## config.mk

```make
export PLATFORM = sky130hd
export DESIGN_NAME = proc_ctrl_fsm
export DESIGN_NICKNAME = d
export VERILOG_FILES = /design/src/rtl/proc_ctrl_fsm.sv
export SDC_FILE = /design/constraint.sdc
export NUM_CORES = 1
export LEC_CHECK = 0
export CORE_MARGIN = 8
export CORE_UTILIZATION = 32
export CTS_CLUSTER_SIZE = 40
export DETAILED_ROUTE_END_ITERATION = 12
export GPL_TIMING_DRIVEN = 0
export PLACE_DENSITY = 0.73
export SLEW_MARGIN = 5
export SYNTH_ARGS = -nofsm -noshare
export SYNTH_HDL_FRONTEND = slang
export SYNTH_SLANG_ARGS = --single-unit
export TNS_END_PERCENT = 50
```

## constraint.sdc

```tcl
create_clock -name clk -period 1.5 [get_ports clk]
set_clock_uncertainty 0.15 [all_clocks]
set_input_delay 0.15 -clock clk [delete_from_list [all_inputs] [get_ports clk]]
set_output_delay 0.15 -clock clk [all_outputs]
set_load 0.02 [all_outputs]
```

## src/rtl/proc_ctrl_fsm.sv

```systemverilog
// proc_ctrl_fsm: control unit for an 8-register, 8-bit bus processor.
// Fetches an instruction word from din into ir. Then sequences
// mv / mvi / add / sub by driving the register enables, the bus select,
// the A/G enables, add_sub and the memory-advance strobe.
// Optional feature macro: PROC_CTRL_PERF_EN adds an instr_cnt output that
// counts completed instructions and wraps at 2^CNT_W.
// Outputs are decoded combinationally from the state and ir, so an
// asynchronous reset forces every output to its default in the same cycle.
module proc_ctrl_fsm #(
  parameter int DATA_W = 8,
  parameter int CNT_W  = 16
) (
  input  logic              clk,
  input  logic              reset,
  input  logic              run,
  input  logic [DATA_W-1:0] din,
  output logic [7:0]        ir,
  output logic [7:0]        r_in,
  output logic [3:0]        bus_sel,
  output logic              a_in,
  output logic              g_in,
  output logic              add_sub,
  output logic              mem_adv,
  output logic              busy,
  output logic              done
`ifdef PROC_CTRL_PERF_EN
  ,
  output logic [CNT_W-1:0]  instr_cnt
`endif
);

  typedef enum logic [1:0] {
    S_FETCH = 2'd0,
    S_T1    = 2'd1,
    S_T2    = 2'd2,
    S_T3    = 2'd3
  } state_t;

  // Bus source codes driven onto bus_sel
  localparam logic [3:0] BUS_DIN  = 4'd8;
  localparam logic [3:0] BUS_G    = 4'd9;
  localparam logic [3:0] BUS_NONE = 4'd15;

  // Opcode field values (ir[7:6])
  localparam logic [1:0] OP_MV  = 2'b00;
  localparam logic [1:0] OP_MVI = 2'b01;

  state_t     state_reg;
  logic [7:0] ir_reg;

  logic [1:0] op;
  logic [2:0] rx;
  logic [2:0] ry;
  logic       r_wr;    // write Rx this cycle; expanded to one-hot r_in below

  assign op = ir_reg[7:6];
  assign rx = ir_reg[5:3];
  assign ry = ir_reg[2:0];

  // Only din[7:0] carries the instruction; wider words just pass to the bus.
  generate
    if (DATA_W > 8) begin : g_din_hi
      logic unused_din_hi;
      assign unused_din_hi = ^din[DATA_W-1:8];
    end
  endgenerate

  // State sequencing and instruction capture; run only matters in S_FETCH.
  always_ff @(posedge clk or posedge reset) begin
    if (reset) begin
      state_reg <= S_FETCH;
      ir_reg    <= 8'h00;
    end else begin
      case (state_reg)
        S_FETCH: begin
          if (run) begin
            ir_reg    <= din[7:0];
            state_reg <= S_T1;
          end
        end
        S_T1: begin
          // mv/mvi finish in T1; add/sub continue through T2 and T3
          if (op[1]) begin
            state_reg <= S_T2;
          end else begin
            state_reg <= S_FETCH;
          end
        end
        S_T2:    state_reg <= S_T3;
        S_T3:    state_reg <= S_FETCH;
        default: state_reg <= S_FETCH;
      endcase
    end
  end

  // Control decode from the current step and the held instruction.
  always_comb begin
    bus_sel = BUS_NONE;
    r_wr    = 1'b0;
    a_in    = 1'b0;
    g_in    = 1'b0;
    mem_adv = 1'b0;
    done    = 1'b0;
    case (state_reg)
      S_FETCH: begin
        // The fetch itself consumes a memory word, so advance the address.
        mem_adv = run;
      end
      S_T1: begin
        if (op == OP_MV) begin
          bus_sel = {1'b0, ry};
          r_wr    = 1'b1;
          done    = 1'b1;
        end else if (op == OP_MVI) begin
          // Immediate word is on din now; step past it for the next fetch.
          bus_sel = BUS_DIN;
          r_wr    = 1'b1;
          mem_adv = 1'b1;
          done    = 1'b1;
        end else begin
          bus_sel = {1'b0, rx};
          a_in    = 1'b1;
        end
      end
      S_T2: begin
        bus_sel = {1'b0, ry};
        g_in    = 1'b1;
      end
      S_T3: begin
        bus_sel = BUS_G;
        r_wr    = 1'b1;
        done    = 1'b1;
      end
      default: begin
        bus_sel = BUS_NONE;
      end
    endcase
  end

  // One-hot register write enable: R0..R7 all decoded, R7 included.
  generate
    for (genvar gi = 0; gi < 8; gi++) begin : g_r_in
      assign r_in[gi] = r_wr && (rx == 3'(gi));
    end
  endgenerate

  // add_sub simply follows op[0]; it is only acted on while g_in is high.
  assign add_sub = ir_reg[6];
  assign busy    = (state_reg != S_FETCH);
  assign ir      = ir_reg;

`ifdef PROC_CTRL_PERF_EN
  logic [CNT_W-1:0] cnt_reg;

  // Completed-instruction counter; wraps naturally at 2^CNT_W.
  always_ff @(posedge clk or posedge reset) begin
    if (reset) begin
      cnt_reg <= '0;
    end else if (done) begin
      cnt_reg <= cnt_reg + CNT_W'(1);
    end
  end

  assign instr_cnt = cnt_reg;
`endif

endmodule

```

Word level (Yosys, flattened, before mapping)
Index checks and enable logic that the tools add are counted.

Reductions and logical operators: 13. Mux-type cells: 15. Equality and inequality tests: 12.

Operator list (count): == test 3 bit, second input constant (4); one-hot mux 4 bit (3 select lines) (1); logical AND 1 bit (8); two-way mux 4 bit (2); one-hot mux 2 bit (4 select lines) (1); two-way mux 1 bit (7); == test 3 x 2 -> 1 bit, second input constant (2); == test 2 x 1 -> 1 bit, second input constant (2); == test 2 bit, second input constant (2); logical NOT 2 bit (2); two-way mux 2 bit (2); one-hot mux 1 bit (2 select lines) (2); == test 3 x 1 -> 1 bit, second input constant (1); logical NOT 3 bit (1); != test 2 bit, second input constant (1); AND reduction 2 bit (1); nonzero test 2 bit (1).

Register bits after elaboration: 10. Logic and storage cells: 42. Output and inout port bits: 26. Bits of input ports: 11.

Logic depth before layout (Yosys ltp)
Gate-level depths: netlist of run 1.

Word-level depth: 5. Depth in mapped cells: 4. Depth with buffers taken out: 3.

Worst setup path before layout of run 1
No wires, ideal clock.

Path type: reg2out. Start point: register ir_reg[7], in the netlist ir[7]. End point: output port r_in[5]. Arrival: 1357 ps. Stages on the path, launching flop included: 5. Path buffers: 1. Required time: 1200 ps. Setup slack: -157 ps. Cell sequence: dfrtp_1 -> clkbuf_1 -> nand2b_1 -> nand2_1 -> nor3_1.

Word-level cells in the longest chain between the ends: 5. Elaborated cells between the ends (all ways): 6. Those cells by class: eq/ne (1); mux (3); reduce/logical (2).

Ends and longest elaborated chain: start, declared (line 49) `logic [7:0] ir_reg;`; start signal, assigned (line 77) `ir_reg <= din[7:0];`; == test 2 x 1 -> 1 bit (line 114) `end else if (op == OP_MVI) begin`; two-way mux 1 bit (line 114); two-way mux 1 bit * (line 110) `if (op == OP_MV) begin`; one-hot mux 1 bit (2 select lines) * (line 104) `case (state_reg)`; logical AND 1 bit * (line 143) `assign r_in[gi] = r_wr && (rx == 3'(gi));`; end, declared (line 18) `output logic [7:0] r_in,`.

Every way passes the cells marked *; elsewhere a longest branch is shown, timed or not.

Worst setup path in the final report of run 1
Start point: register ir_reg[7], in the netlist ir[7]. End point: output port bus_sel[0].

Word-level cells in the longest chain between the ends: 4. Elaborated cells between the ends (all ways): 5. Those cells by class: eq/ne (1); mux (3); reduce/logical (1).

Ends and longest elaborated chain: == test 2 x 1 -> 1 bit (line 114); two-way mux 4 bit (line 114); two-way mux 4 bit * (line 110); one-hot mux 4 bit (3 select lines) * (line 104); end, declared (line 19) `output logic [3:0] bus_sel,`.

Marks and branches as above.

==> impl_metrics.py, run 1 <==
metrics = {
    "yosys": {
        "syn_nets": 76,
        "ys_seq_area_share_pct": 40.8,
        "ys_ff_latch": 10,
        "synthDistinctLibCells": 25,
        "synth_cells": 65,
        "synth_area_sq_um": 613,
        "yosys_warnings": 0,
        "avgSynthCellArea_sq_um": 9.43,
    },
    "clock_network": {
        "cts_root_buffer": "clkbuf_4",
        "cts_sinks": 10,
        "hold_buffers": 0,
        "cts_buffer_depth": 2,
        "htreeDepth": 1,
        "cts_inserted_buffers": 3,
        "tritoncts": "yes",
        "clk_latency_ps": 270,
        "clk_pin_slew_ps": 70,
    },
    "final_layout": {
        "final_util_pct": 68.7,
        "stdcell_count": 143,
        "drive_gt1_share_pct": 64.7,
        "final_nets": 128,
        "largest_reg_flops": 8,
        "area_growth_pct": 111,
        "diodes": 0,
        "fillers": 164,
    },
    "placed_design": {
        "post-dp-hpwl_um": 1450,
        "dpl.cell_count": 128,
        "port_buffers": 36,
        "dpl_worst_slack_ps": -489,
        "gp_congestion": 0.752,
    },
    "power": {
        "power_density_mw_per_mm2": 2450,
        "power.total_mw": 3.17,
        "ir_drop_v": 0.00160,
        "power.leakage_nw": 0.594,
    },
    "sta": {
        "max-slew-margin-rel_pct": 73.1,
        "drv_slew": 0,
        "min_period_ps": 1670,
        "hold_viol_final": 0,
        "worstMarginPinSlew_ps": 403,
        "setup_slack_ps": -167,
        "fin_crit_sh_pct": 111,
        "fmax_ghz": 0.600,
        "grt_setup_unrepaired": "yes",
        "finalSetupViolCount": 23,
        "hold_ws_ps": 9.68,
    },
    "critical_path": {
        "path_max_fanout": 5,
        "path_buf_inv": 2,
        "critPathLaunchType": "flop",
        "cp-startpoint": "ir[7]",
        "crit_required_ps": 1200,
        "cp-endpoint": "bus_sel[0]",
        "critical-path-slowest-cell": "dfrtp_1",
        "reg2reg_slack_ps": -110,
        "crit_path_cell_trace": "buf_8 > nor2_4 > nand2_1 > a32oi_2 > buf_4",
        "cp_data_arrival_time_ps": 1370,
        "cp.depth": 5,
        "critical_path.top_delay_family": "flip-flops",
        "r2r_cells": 4,
        "slowest_delay_ps": 420,
        "crit_type": "reg -> out",
        "reg2reg_to": "ir[4]",
        "cp-end-kind": "output port",
    },
    "drt": {
        "vias": 662,
        "antenna_left": 0,
        "wl_um": 2180,
        "drt_iter0_drc": 6,
        "dr.pass1.iters": 2,
        "avgRoutedWirePerCell_um": 15.3,
        "drc_errors": 0,
        "vias_per_cell": 4.63,
    },
    "global_routing": {
        "grt_overflow_total": 0,
        "antenna_found_initial": 0,
        "grt_pass1_wl_um": 3370,
        "grtUsageTotal_pct": 12.5,
        "grt_max_degree": 11,
        "grt_pass1_vias": 729,
    },
    "floorplanning": {
        "die_height_um": 59.8,
        "dieArea_sq_mm": 0.00357,
        "initial_core_util_pct": 32.6,
        "die_x_um": 59.8,
        "core_area_sq_mm": 0.00188,
        "top_level_ports": 37,
        "rows": 16,
    },
    "job": {
        "drv_cap": 0,
    },
    "hold_path": {
        "hold_class": "in -> async",
    },
    "status": {
        "status": "finished, violations left",
        "violations": "negative setup slack",
    },
}
## kinds of logic (layout without fill, tap and decap cells)
kind of cell           Yosys count  count (layout)  synth area share (%)
flip-flops                      10              10                  40.8
AO/OA/AOI/OAI                    8               8                  8.57
AND/OR/NAND/NOR                 32              32                  29.8
multiplexers                     8               8                  14.7
buffers and inverters            7              58                  6.12
## worst register-to-register path: stages, from the launching register on
cell     delay, ps
dfrtp_1        390
buf_6          140
or2_4          260
nor2_8         200
mux2_2         360
## report_power, final
part | leakage, nW | switching (mW) | internal, mW
Clock | 0.0210 | 0.101 | 0.147
Sequential | 0.114 | 0.176 | 0.414
Combinational | 0.459 | 1.13 | 1.20
Total | 0.594 | 1.41 | 1.76
## layout make-up
class / count / area (sq um) / area share (%)
multi-input cells: 48 / 462 / 35.7
repair buffers: 47 / 447 / 34.6
flip-flops and latches: 10 / 255 / 19.7
plain buffers: 4 / 47.5 / 3.68
clock buffers: 4 / 36.3 / 2.81
well taps: 27 / 33.8 / 2.61
inverters: 3 / 11.3 / 0.871
## layout by cell type, fill, tap and decap left out, types with 4 or more instances in the layout
cell type	n
dlygate4sd2_1	7
dfrtp_2	4
dfrtp_1	6
buf_6	13
clkbuf_8	4
buf_4	16
mux2_2	5
clkdlybuf4s50_1	10
nor2_2	5
## synth_stat cells
cell      instances  area share [%]
dfrtp_1          10              41
nor2_1            9             5.5
mux2_2            8              15
nand2_1           5             3.1
nand2b_1          4             4.1
inv_1             3             1.8
nor2b_1           3             3.1
a21oi_1           2             1.6
and2_1            2             2.0
clkbuf_1          2             1.2
nand3b_1          2             2.4
nor3_1            2             1.6
a21boi_0          1             1.2
a22oi_1           1             1.2
a32oi_1           1             1.4
buf_4             1             1.2
buf_6             1             1.8
nand3_1           1            0.82
nor2_8            1             3.3
o21ai_0           1            0.82
o22ai_1           1             1.0
o31ai_1           1             1.2
or2_2             1             1.0
or2_4             1             1.4
or3b_2            1             1.4
## repair_timing
action,4_1_cts,5_1_grt
pin swaps,9,5
buffers inserted,6,3
resized for setup,128,20
setup endpoints to repair,34,26
cloned,2,0
## stage by stage
stage | area, sq um | setup TNS, ps
floorplan | 637 | -276
global placement | 1030 | -6580
detailed placement | 1030 | -7310
CTS | 1200 | -1930
global route | 1290 | -3290
finish | 1290 | -2070
## layer usage
| metal | vias up | part of all wire, % | GRT usage (%) |
|---|---|---|---|
| li1 | 317 | - | - |
| met1 | 311 | 41 | 12.5 |
| met2 | 29 | 48 | 20.3 |
| met3 | 5 | 10 | 7.53 |
| met4 | 0 | 1.3 | 5.78 |
| met5 | - | 0 | 0 |
## worst min-delay path by stage
stage,startpoint,end,cells past startpoint
finish,reset,asynchronous set/reset pin,2
global route,reset,asynchronous set/reset pin,2
CTS,reset,ir[0],2
detailed placement,reset,ir[2],2
global placement,reset,ir[2],2
floorplan,reset,asynchronous set/reset pin,1
No activity file was read; power rests on OpenSTA's default activity.
==> run 2: changes to the inputs <==
Settings changed: ABC_AREA from default to 1, PLACE_DENSITY 0.73 to 0.74, SLEW_MARGIN 5 to 15.
==> run 2 against run 1 <==
Effect of this change: the flow still finishes with violations (negative setup slack); sequential share of layout area increased by 3.6 points; synthesized area decreased by 1.0%; cell count up 12%; maximum frequency fell by 0.46%; sequential cell count did not move; global-route usage is 0.094 points lower; die area decreased by 0.75%; synthesized cell count is 43% higher; design area shrank 15%; setup slack worse by 7.8 ps; first-iteration DRC count grew to 3.0 times the previous value.
==> impl_metrics.py, run 2 <==
metrics = {
    "power": {
        "p_int_mw": 1.31,
        "power_density_mw_per_mm2": 2520,
        "clockPowerShare_pct": 6.7,
        "ir_drop_v": 0.00122,
        "sw_frac_of_total_pct": 52.6,
        "seqPwrFrac_pct": 23.2,
        "power_frac_comb_pct": 70.1,
        "p_sw_mw": 1.45,
        "power.leakage_nw": 0.589,
    },
    "yosys": {
        "yosysTopAreaCellShare_pct": 41.2,
        "synth_top_flop_cell": "dfrtp_1",
        "synthDistinctLibCells": 11,
        "syn_nets": 104,
        "yosysTopAreaCell": "dfrtp_1",
        "ys_async_sr_fraction_pct": 100,
        "yosys_warnings": 0,
        "ys_seq_area_share_pct": 41.2,
        "avgSynthCellArea_sq_um": 6.53,
        "synth_edf_count": 0,
        "synth_area_sq_um": 607,
        "yosysMostFrequentCell": "nand2_1",
        "synthTopCellsByCount": "nand2_1 (35), nor2_1 (16), nand3_1 (13), inv_1 (12), dfrtp_1 (10)",
        "ys_ff_latch": 10,
        "synth_cells": 93,
        "synthTopCellsByArea": "dfrtp_1 (41%), nand2_1 (22%), nand3_1 (11%), nor2_1 (9.9%), inv_1 (7.4%)",
    },
    "drt": {
        "dr.pass1.iters": 4,
        "vias_per_cell": 4.81,
        "drt_iter0_drc": 18,
        "wl_um": 2180,
        "vias": 770,
        "antenna_left": 0,
        "drc_errors": 0,
        "avgRoutedWirePerCell_um": 13.6,
    },
    "sta": {
        "fin_crit_sh_pct": 112,
        "grt_setup_unrepaired": "yes",
        "max-slew-margin-rel_pct": 73.1,
        "finalSetupViolCount": 15,
        "min_period_ps": 1670,
        "fmax_ghz": 0.597,
        "setup_slack_ps": -174,
        "tns_ps": -1770,
        "worstMarginPinSlew_ps": 403,
        "drv_slew": 0,
        "hold_viol_final": 0,
    },
    "critical_path": {
        "r2r_cells": 5,
        "crit_required_ps": 1200,
        "reg2reg_to": "ir[7]",
        "cp_data_arrival_time_ps": 1370,
        "reg2reg_slack_ps": 220,
        "critical-path-slowest-cell": "dfrtp_2",
        "crit_path_cell_trace": "inv_4 > a21oi_4 > nand2_4 > nor2_1 > buf_4",
        "slowest_delay_ps": 460,
        "cp-end-kind": "output port",
        "critPathLaunchType": "flop",
        "crit_type": "reg -> out",
        "path_max_fanout": 5,
    },
    "placed_design": {
        "postPlaceCellArea_sq_um": 991,
        "post-dp-hpwl_um": 1590,
        "dpl_worst_slack_ps": -396,
        "port_buffers": 35,
        "gp_congestion": 0.740,
    },
    "global_routing": {
        "grt_busiest_layer": "met2",
        "antenna_found_initial": 0,
        "use_met1_pct": 14.8,
        "met3_usage_pct": 3.25,
        "grt_overflow_total": 0,
        "use_met2_pct": 20.8,
        "grtUsageTotal_pct": 12.5,
        "grt_pass1_vias": 773,
        "grt_pass1_wl_um": 3470,
        "grt_max_degree": 11,
    },
    "final_layout": {
        "area_growth_pct": 80.0,
        "mostFrequentLayoutCell": "nand2_1",
        "final_cell_area_sq_mm": 0.00109,
        "largest_reg_flops": 8,
        "diodes": 0,
        "final_nets": 148,
        "layout_common_cells": "nand2_1 (31), nand3_1 (11), buf_4 (11), buf_6 (10)",
        "drive_gt1_share_pct": 38.5,
    },
    "job": {
        "drv_cap": 0,
    },
    "floorplanning": {
        "core_area_sq_mm": 0.00176,
        "die_height_um": 59.5,
        "top_level_ports": 37,
        "initial_core_util_pct": 34.4,
        "dieArea_sq_mm": 0.00355,
        "rows": 15,
        "die_x_um": 59.5,
    },
    "status": {
        "violations": "negative setup slack",
        "status": "finished, violations left",
    },
    "clock_network": {
        "cts_root_buffer": "clkbuf_4",
        "cts_inserted_buffers": 3,
        "cts_buffer_depth": 2,
        "clk_latency_ps": 260,
        "htreeDepth": 1,
        "clk_pin_slew_ps": 70,
        "hold_buffers": 0,
        "cts_sinks": 10,
        "tritoncts": "yes",
    },
    "hold_path": {
        "hold_class": "in -> async",
    },
}
-- run 2: cell count changes in the layout (fill, tap and decap cells not counted), moves of 4 or more --
cell / before / now
inv_1: 3 / 9
nor2_2: 5 / 9
nand3_1: 1 / 11
clkbuf_8: 4 / 0
mux2_2: 5 / 0
buf_4: 16 / 11
nand2_1: 3 / 31
-- run 2: metrics by stage --
step                      cells  hold WS, ps  utilization [%]  total power [mW]
final                       160         16.8             61.9              2.75
after global routing        160         58.4             61.9              2.96
after CTS                   158         29.1             57.9              2.57
after detailed placement    153          314             56.2              2.37
after global placement      153          300             56.2              2.34
after floorplan              93         -160                -              1.55
-- run 2: power by group through the flow --
stage	clock [mW]	combinational (mW)	sequential, mW
3_5_place_dp	0	1.78	0.593
2_1_floorplan	0	0.874	0.671
3_3_place_gp	0	1.75	0.587
6_report	0.185	1.93	0.639
5_1_grt	0.201	2.10	0.661
4_1_cts	0.185	1.76	0.628
-- run 2: repair_timing --
action	4_1_cts	5_1_grt
cloned	0	0
resized for setup	102	25
pin swaps	3	7
setup buffers	2	2
setup endpoints to repair	26	17
-- run 2: worst max-delay path by stage --
stage / startpoint / endpoint / slack (ps) / cells after the start
floorplan: ir[7] / r_in[0] / -40 / 3
global placement: flop / mem_adv / -400 / 4
detailed placement: state_reg[0] / mem_adv / -400 / 4
CTS: state_reg[0] / mem_adv / -170 / 4
global route: flop / r_in[2] / -230 / 5
finish: flop / r_in[2] / -170 / 5
-- run 2: final cells by class --
cell class / instances / area (sq um)
Tap cell: 25 / 31.3
Fill cell: 179 / 672
Inverter: 12 / 47.5
Timing Repair Buffer: 39 / 359
Multi-Input combinational cell: 68 / 353
Sequential cell: 10 / 255
Clock buffer: 3 / 22.5
Buffer: 3 / 23.8
-- run 2: layer usage --
layer	up-vias	share of wire (%)
met1	372	39
li1	369	-
met5	-	0
met2	27	54
met3	2	6.2
met4	0	0.78
-- run 2: cell families after synthesis --
family	Yosys count	synth area share [%]
and+or+nand+nor	64	42.3
buffers and inverters	15	11.3
DFF	10	41.2
AOI/OAI and AO/OA	4	5.15
-- run 2: worst max-delay path: cells and delay by family, from the launching register on --
family	cells	cell delay [ps]
DFF	1	460
AOI/OAI and AO/OA	1	230
and+or+nand+nor	2	210
buffers and inverters	2	220
